[config.mk]
export PLATFORM = sky130hd
export DESIGN_NAME = cargador_banco
export DESIGN_NICKNAME = d
export VERILOG_FILES = /design/src/rtl/cargador_banco_pkg.sv /design/src/rtl/cargador_banco_ensamblador.sv /design/src/rtl/cargador_banco.sv
export SDC_FILE = /design/constraint.sdc
export NUM_CORES = 1
export LEC_CHECK = 0
export BUFFER_PORTS_ARGS = -buffer_cell sky130_fd_sc_hd__clkbuf_2
export CAP_MARGIN = 10
export CORE_MARGIN = 2
export CORE_UTILIZATION = 45
export DETAILED_ROUTE_END_ITERATION = 8
export PLACE_DENSITY = 0.66
export REMOVE_ABC_BUFFERS = 1
export SYNTH_ARGS = -nofsm -noshare
export SYNTH_HDL_FRONTEND = slang
export SYNTH_HIERARCHICAL = 1
export SYNTH_SLANG_ARGS = --single-unit
export TNS_END_PERCENT = 10
[constraint.sdc]
create_clock -name clk -period 2.3 [get_ports clk]
set_input_delay 0.46 -clock clk [delete_from_list [all_inputs] [get_ports clk]]
set_output_delay 0.46 -clock clk [all_outputs]
set_load 0.05 [all_outputs]
[src/rtl/cargador_banco_pkg.sv]
// Shared constants and FSM encoding for the register-file loader.
// The state codes stay as plain 3-bit constants so legacy probes keep decoding them.
package banco_pkg;

    localparam int REG_COUNT  = 32;
    localparam int REG_ADDR_W = 5;
    localparam int DATA_W     = 32;
    localparam int BYTE_W     = 8;

    typedef logic [2:0] estado_t;

    localparam estado_t ST_IDLE  = 3'd0;
    localparam estado_t ST_RECV  = 3'd1;
    localparam estado_t ST_WRITE = 3'd2;
    localparam estado_t ST_DONE  = 3'd3;
    localparam estado_t ST_ERROR = 3'd4;

endpackage

[src/rtl/cargador_banco_ensamblador.sv]
// Byte-to-word shifter: packs four bytes MSB-first and flags the byte that completes a word.
// The completed word is presented combinationally so the loader can latch it on the same edge.
module ensamblador_palabra
    import banco_pkg::*;
(
    input  logic              clk,
    input  logic              reset,
    input  logic              clear,
    input  logic              take,
    input  logic [BYTE_W-1:0] byteIn,
    output logic [DATA_W-1:0] word,
    output logic              wordValid
);

    logic [1:0]        byteCnt;
    logic [DATA_W-1:0] shiftReg;

    assign word      = {shiftReg[DATA_W-BYTE_W-1:0], byteIn};
    assign wordValid = take && (byteCnt == 2'd3);

    // The counter wraps 3->0 on its own, so consecutive words need no explicit clear.
    always_ff @(posedge clk) begin
        if (reset || clear) begin
            byteCnt  <= '0;
            shiftReg <= '0;
        end else if (take) begin
            byteCnt  <= byteCnt + 2'd1;
            shiftReg <= word;
        end
    end

endmodule

[src/rtl/cargador_banco.sv]
// Run-time loader for the 32x32 register file: receives a byte stream and writes
// one assembled word per register through the file's write port.
module cargador_banco
    import banco_pkg::*;
#(
    parameter int START_REG  = 0,
    parameter int NUM_REGS   = 32,
    parameter int WRITE_ZERO = 0,
    parameter int TIMEOUT    = 1000
) (
    input  logic                  clk,
    input  logic                  reset,
    input  logic                  start,
    input  logic [BYTE_W-1:0]     byte_in,
    input  logic                  byte_valid,
    output logic                  byte_ready,
    output logic [REG_ADDR_W-1:0] WriteRegister,
    output logic [DATA_W-1:0]     WriteData,
    output logic                  RegWrite,
    output logic                  busy,
    output logic                  done,
    output logic                  error
);

    localparam int TW       = $clog2(TIMEOUT + 1);
    localparam int LAST_REG = (START_REG + NUM_REGS > REG_COUNT) ? REG_COUNT - 1
                                                                 : START_REG + NUM_REGS - 1;

    localparam logic [REG_ADDR_W-1:0] START_IDX = REG_ADDR_W'(START_REG);
    localparam logic [REG_ADDR_W-1:0] LAST_IDX  = REG_ADDR_W'(LAST_REG);
    localparam logic [TW-1:0]         TMO_LAST  = TW'(TIMEOUT - 1);
    localparam logic [TW-1:0]         TMO_MAX   = TW'(TIMEOUT);

    estado_t               state;
    logic [REG_ADDR_W-1:0] index;
    logic [TW-1:0]         tmoCnt;

    logic                  take;
    logic                  startOk;
    logic                  abortTmo;
    logic [DATA_W-1:0]     word;
    logic                  wordValid;

    assign byte_ready = (state == ST_RECV);
    assign busy       = (state != ST_IDLE) && (state != ST_ERROR);
    assign done       = (state == ST_DONE);
    assign error      = (state == ST_ERROR);

    assign take     = byte_ready && byte_valid;
    assign startOk  = start && ((state == ST_IDLE) || (state == ST_ERROR));
    assign abortTmo = (state == ST_RECV) && !take && (tmoCnt == TMO_LAST);

    ensamblador_palabra uEnsamblador (
        .clk       (clk),
        .reset     (reset),
        .clear     (startOk || abortTmo),
        .take      (take),
        .byteIn    (byte_in),
        .word      (word),
        .wordValid (wordValid)
    );

    always_ff @(posedge clk) begin
        if (reset) begin
            state         <= ST_IDLE;
            index         <= '0;
            tmoCnt        <= '0;
            WriteRegister <= '0;
            WriteData     <= '0;
            RegWrite      <= 1'b0;
        end else begin
            RegWrite <= 1'b0;
            case (state)
                ST_IDLE, ST_ERROR: begin
                    if (startOk) begin
                        state  <= ST_RECV;
                        index  <= START_IDX;
                        tmoCnt <= '0;
                    end
                end
                ST_RECV: begin
                    if (take) begin
                        tmoCnt <= '0;
                        // Write port is loaded on the completing byte so RegWrite lands in WRITE.
                        if (wordValid) begin
                            state         <= ST_WRITE;
                            WriteRegister <= index;
                            WriteData     <= word;
                            RegWrite      <= (index != '0) || (WRITE_ZERO != 0);
                        end
                    end else if (abortTmo) begin
                        state  <= ST_ERROR;
                        tmoCnt <= TMO_MAX;
                    end else begin
                        tmoCnt <= tmoCnt + 1'b1;
                    end
                end
                ST_WRITE: begin
                    if (index == LAST_IDX) begin
                        state <= ST_DONE;
                    end else begin
                        index <= index + 1'b1;
                        state <= ST_RECV;
                    end
                end
                ST_DONE: state <= ST_IDLE;
                default: state <= ST_IDLE;
            endcase
        end
    end

endmodule

==> reports/summary.txt <==
EDFF count, synth: 0
Max_slew headroom: 0.663
Slowest stage delay, CP: 0.41 ns
Number of nets in the layout: 453
Starting density of the core: 0.465
Switch share: 0.228
Core area: 0.00729 mm^2
CP bufs+invs: 0
Crit-path max FO: 6
Die Ht: 90.8 um
Largest cells by area after synthesis: dfxtp_1 (48%), nand2_1 (9.4%), mux2i_1 (8.0%)
Pin count of the biggest net entering global routing: 33
GRT Total Usage: 0.173
Most used cell, CP: ha_1
Final Util: 0.531
Unique masters post-synth: 41
Combinational Power Share: 0.054
Synth-to-Final Area Change: 14.1%
Critical path's slowest cell: or3b_1
Share of layout cells above drive strength 1: 0.193
Die span in x: 90.8 um
DRC Markers: 0
Antenna diodes: 0
Sw power: 0.602 mW
Mean area per synthesized cell: 8.65 um^2
Clk_skew: 0.0107 ns
Rows: 31
Status: finished clean
Min cycle time layout: 2.17 ns
Met3 usage: 0.0476
Top FF cell, synth: dfxtp_1
CP required: 2.58 ns
GR Util met2: 0.279
Crit path kind: flip-flop to flip-flop
Setup crit end kind: flip-flop
Max Clk Rate: 461 MHz
RD Place Congestion: 0.768
Yosys Warn Count: 6
Worst min-delay path category: input pin to flip-flop
Setup TNS: 0 ns
Htree depth: 3
Worst-Margin Slew: 0.505 ns
Die ar.: 0.00825 mm^2
IO buf count: 53
HPWL Detailed: 4490 um
Pwr Total: 2.65 mW
Postcts setup bufs: 0
Vias in the first global route: 2550
Post-synthesis cell area: 0.00339 mm^2
Hold_ws: 0.345 ns
Leak pwr: 1.46 nW
R2R setup slack: 0.13 ns
Pint: 2.04 mW
Vias: 2740
Pwr Density: 683 mW/mm^2
Pre-CTS setup slack: 0.0932 ns
Min setup slack post-route: 0.130 ns
Sequential share of power: 0.542
DRT Pass-1 Iters: 4
Flops & latches, synth: 82
Antenna-violating nets left: 0
Clock-pin slew on the worst setup and hold paths: 0.08 ns
Async set-reset flop share out of synthesis: 0
Via-to-Cell Ratio: 5.07
Area leader, netlist: dfxtp_1
Most frequent cell after synthesis: nand2_1
Seq/Total Area, Yosys: 0.484
Io pins: 54
Slew Limit Fails: 0
GR peak layer: met2
Crit-path leading delay family: simple AND/OR/NAND/NOR gates
CP Cell Sequence: ha_1, and3_1, ha_1, or3b_1, a21oi_2, mux2_2, nor2_1
RSZ-0062 raised after global routing: false
Max clock buf depth: 2
Fin. Hold Viols: 0
Top-area cell type share of the netlist area: 0.484
Initial antenna violation count: 0
Peak supply drop: 455 uV
M1 GR Usage: 0.226
Synth cell count leaders: nand2_1 (85), dfxtp_1 (82), a21oi_1 (50)
Maxcap violations: 0
Routed WL per cell: 12.5 um
Clock share of power: 0.404
Global route overflow: 0
Finish-stage setup viols: 0
Startpoint Class: flip-flop
CTS buffer count: 9
Clock sinks: 82
Fin crit share: 0.943
Post-Syn Instances: 392
Critical Path AT: 2.45 ns
First-pass GRT wire length: 11800 um
Clk root buf: clkbuf_8
Routed wire length: 6780 um
Clock Latency Late Sink: 0.35 ns
DR iter-0 viols: 125
CTS tree: built
[layer usage]
| metal | up-vias | wire length (um) | share of wire |
|---|---|---|---|
| met2 | 57 | 3090 | 0.46 |
| met1 | 1277 | 3270 | 0.48 |
| met4 | 0 | 95 | 0.014 |
| met5 | - | 0 | 0 |
| li1 | 1398 | - | - |
| met3 | 8 | 325 | 0.048 |
[placed cells by master (no fill, tap or decap), types with 2 or more instances in the layout]
cell,n
nand4_1,2
nor2_1,33
nor4b_1,2
clkbuf_2,53
a211oi_1,2
a21oi_1,49
nand2b_1,3
or4b_1,2
nand3b_1,3
nand4b_1,2
a31oi_1,4
and3_1,2
mux2i_1,27
inv_1,6
buf_4,14
nor3_1,5
nand2_1,85
and4b_1,2
nand3_1,4
ha_1,5
clkbuf_1,2
dfxtp_1,82
xnor2_1,3
clkbuf_8,11
and2_1,6
o21ai_0,12
nor3b_1,3
[worst register-to-register path: stages (launching register included)]
cell     delay [ns]
dfxtp_1        0.38
ha_1           0.25
and3_1         0.19
ha_1           0.23
or3b_1         0.41
a21oi_2        0.22
mux2_2         0.35
nor2_1         0.08
[through the flow]
| step | cell area, um^2 | std cells |
|---|---|---|
| after CTS | 3870 | 540 |
| after global routing | 3870 | 540 |
| after detailed placement | 3660 | 524 |
| after floorplan | 3170 | 358 |
| after global placement | 3660 | 524 |
| final | 3870 | 540 |
[path summary, 6_finish.rpt]
check | startpoint | endpoint | cells past startpoint
max | index[0] | index[1] | 7
min | byte_in[5] | WriteData[5] | 3
max reg2reg | index[0] | index[1] | 7
min reg2reg | uEnsamblador/shiftReg[18] | WriteData[26] | 2
[registers in the layout (all words and copies together) (netlist names)]
name                   cells
WriteData                 32
uEnsamblador/shiftReg     24
tmoCnt                    10
WriteRegister              5
index                      5
state                      3
uEnsamblador/byteCnt       2
RegWrite                   1
[power by group through the flow]
stage,clock (mW),sequential [mW],combinational [mW]
6_report,1.07,1.43,0.142
5_1_grt,1.16,1.44,0.156
4_1_cts,1.10,1.43,0.142
3_5_place_dp,0,1.47,0.142
3_3_place_gp,0,1.47,0.140
2_1_floorplan,0,1.47,0.0786
[what timing repair did]
item | in CTS | in global routing
hold buffers | 0 | 0
resized for setup | 0 | 1
endpoints found under the setup margin | 0 | 3
[final cells by class]
class                           instances  area, um^2
Timing Repair Buffer                   67         370
Clock inverter                          3        46.3
Fill cell                             745        3420
Multi-Input combinational cell        270        1510
Inverter                                6        22.5
Sequential cell                        82        1640
Clock buffer                           13         159
Tap cell                               99         124
[cells by family after synthesis]
family | count (synthesis) | share of synthesized area
AO/OA/AOI/OAI | 74 | 0.118
XOR/XNOR | 3 | 0.00775
adder cells (fa/ha/maj) | 5 | 0.0184
buffers and inverters | 40 | 0.0727
flip-flops | 82 | 0.484
multiplexers | 28 | 0.0830
AND/OR/NAND/NOR | 160 | 0.216
Note: power is estimated with default switching activity, not from simulation.
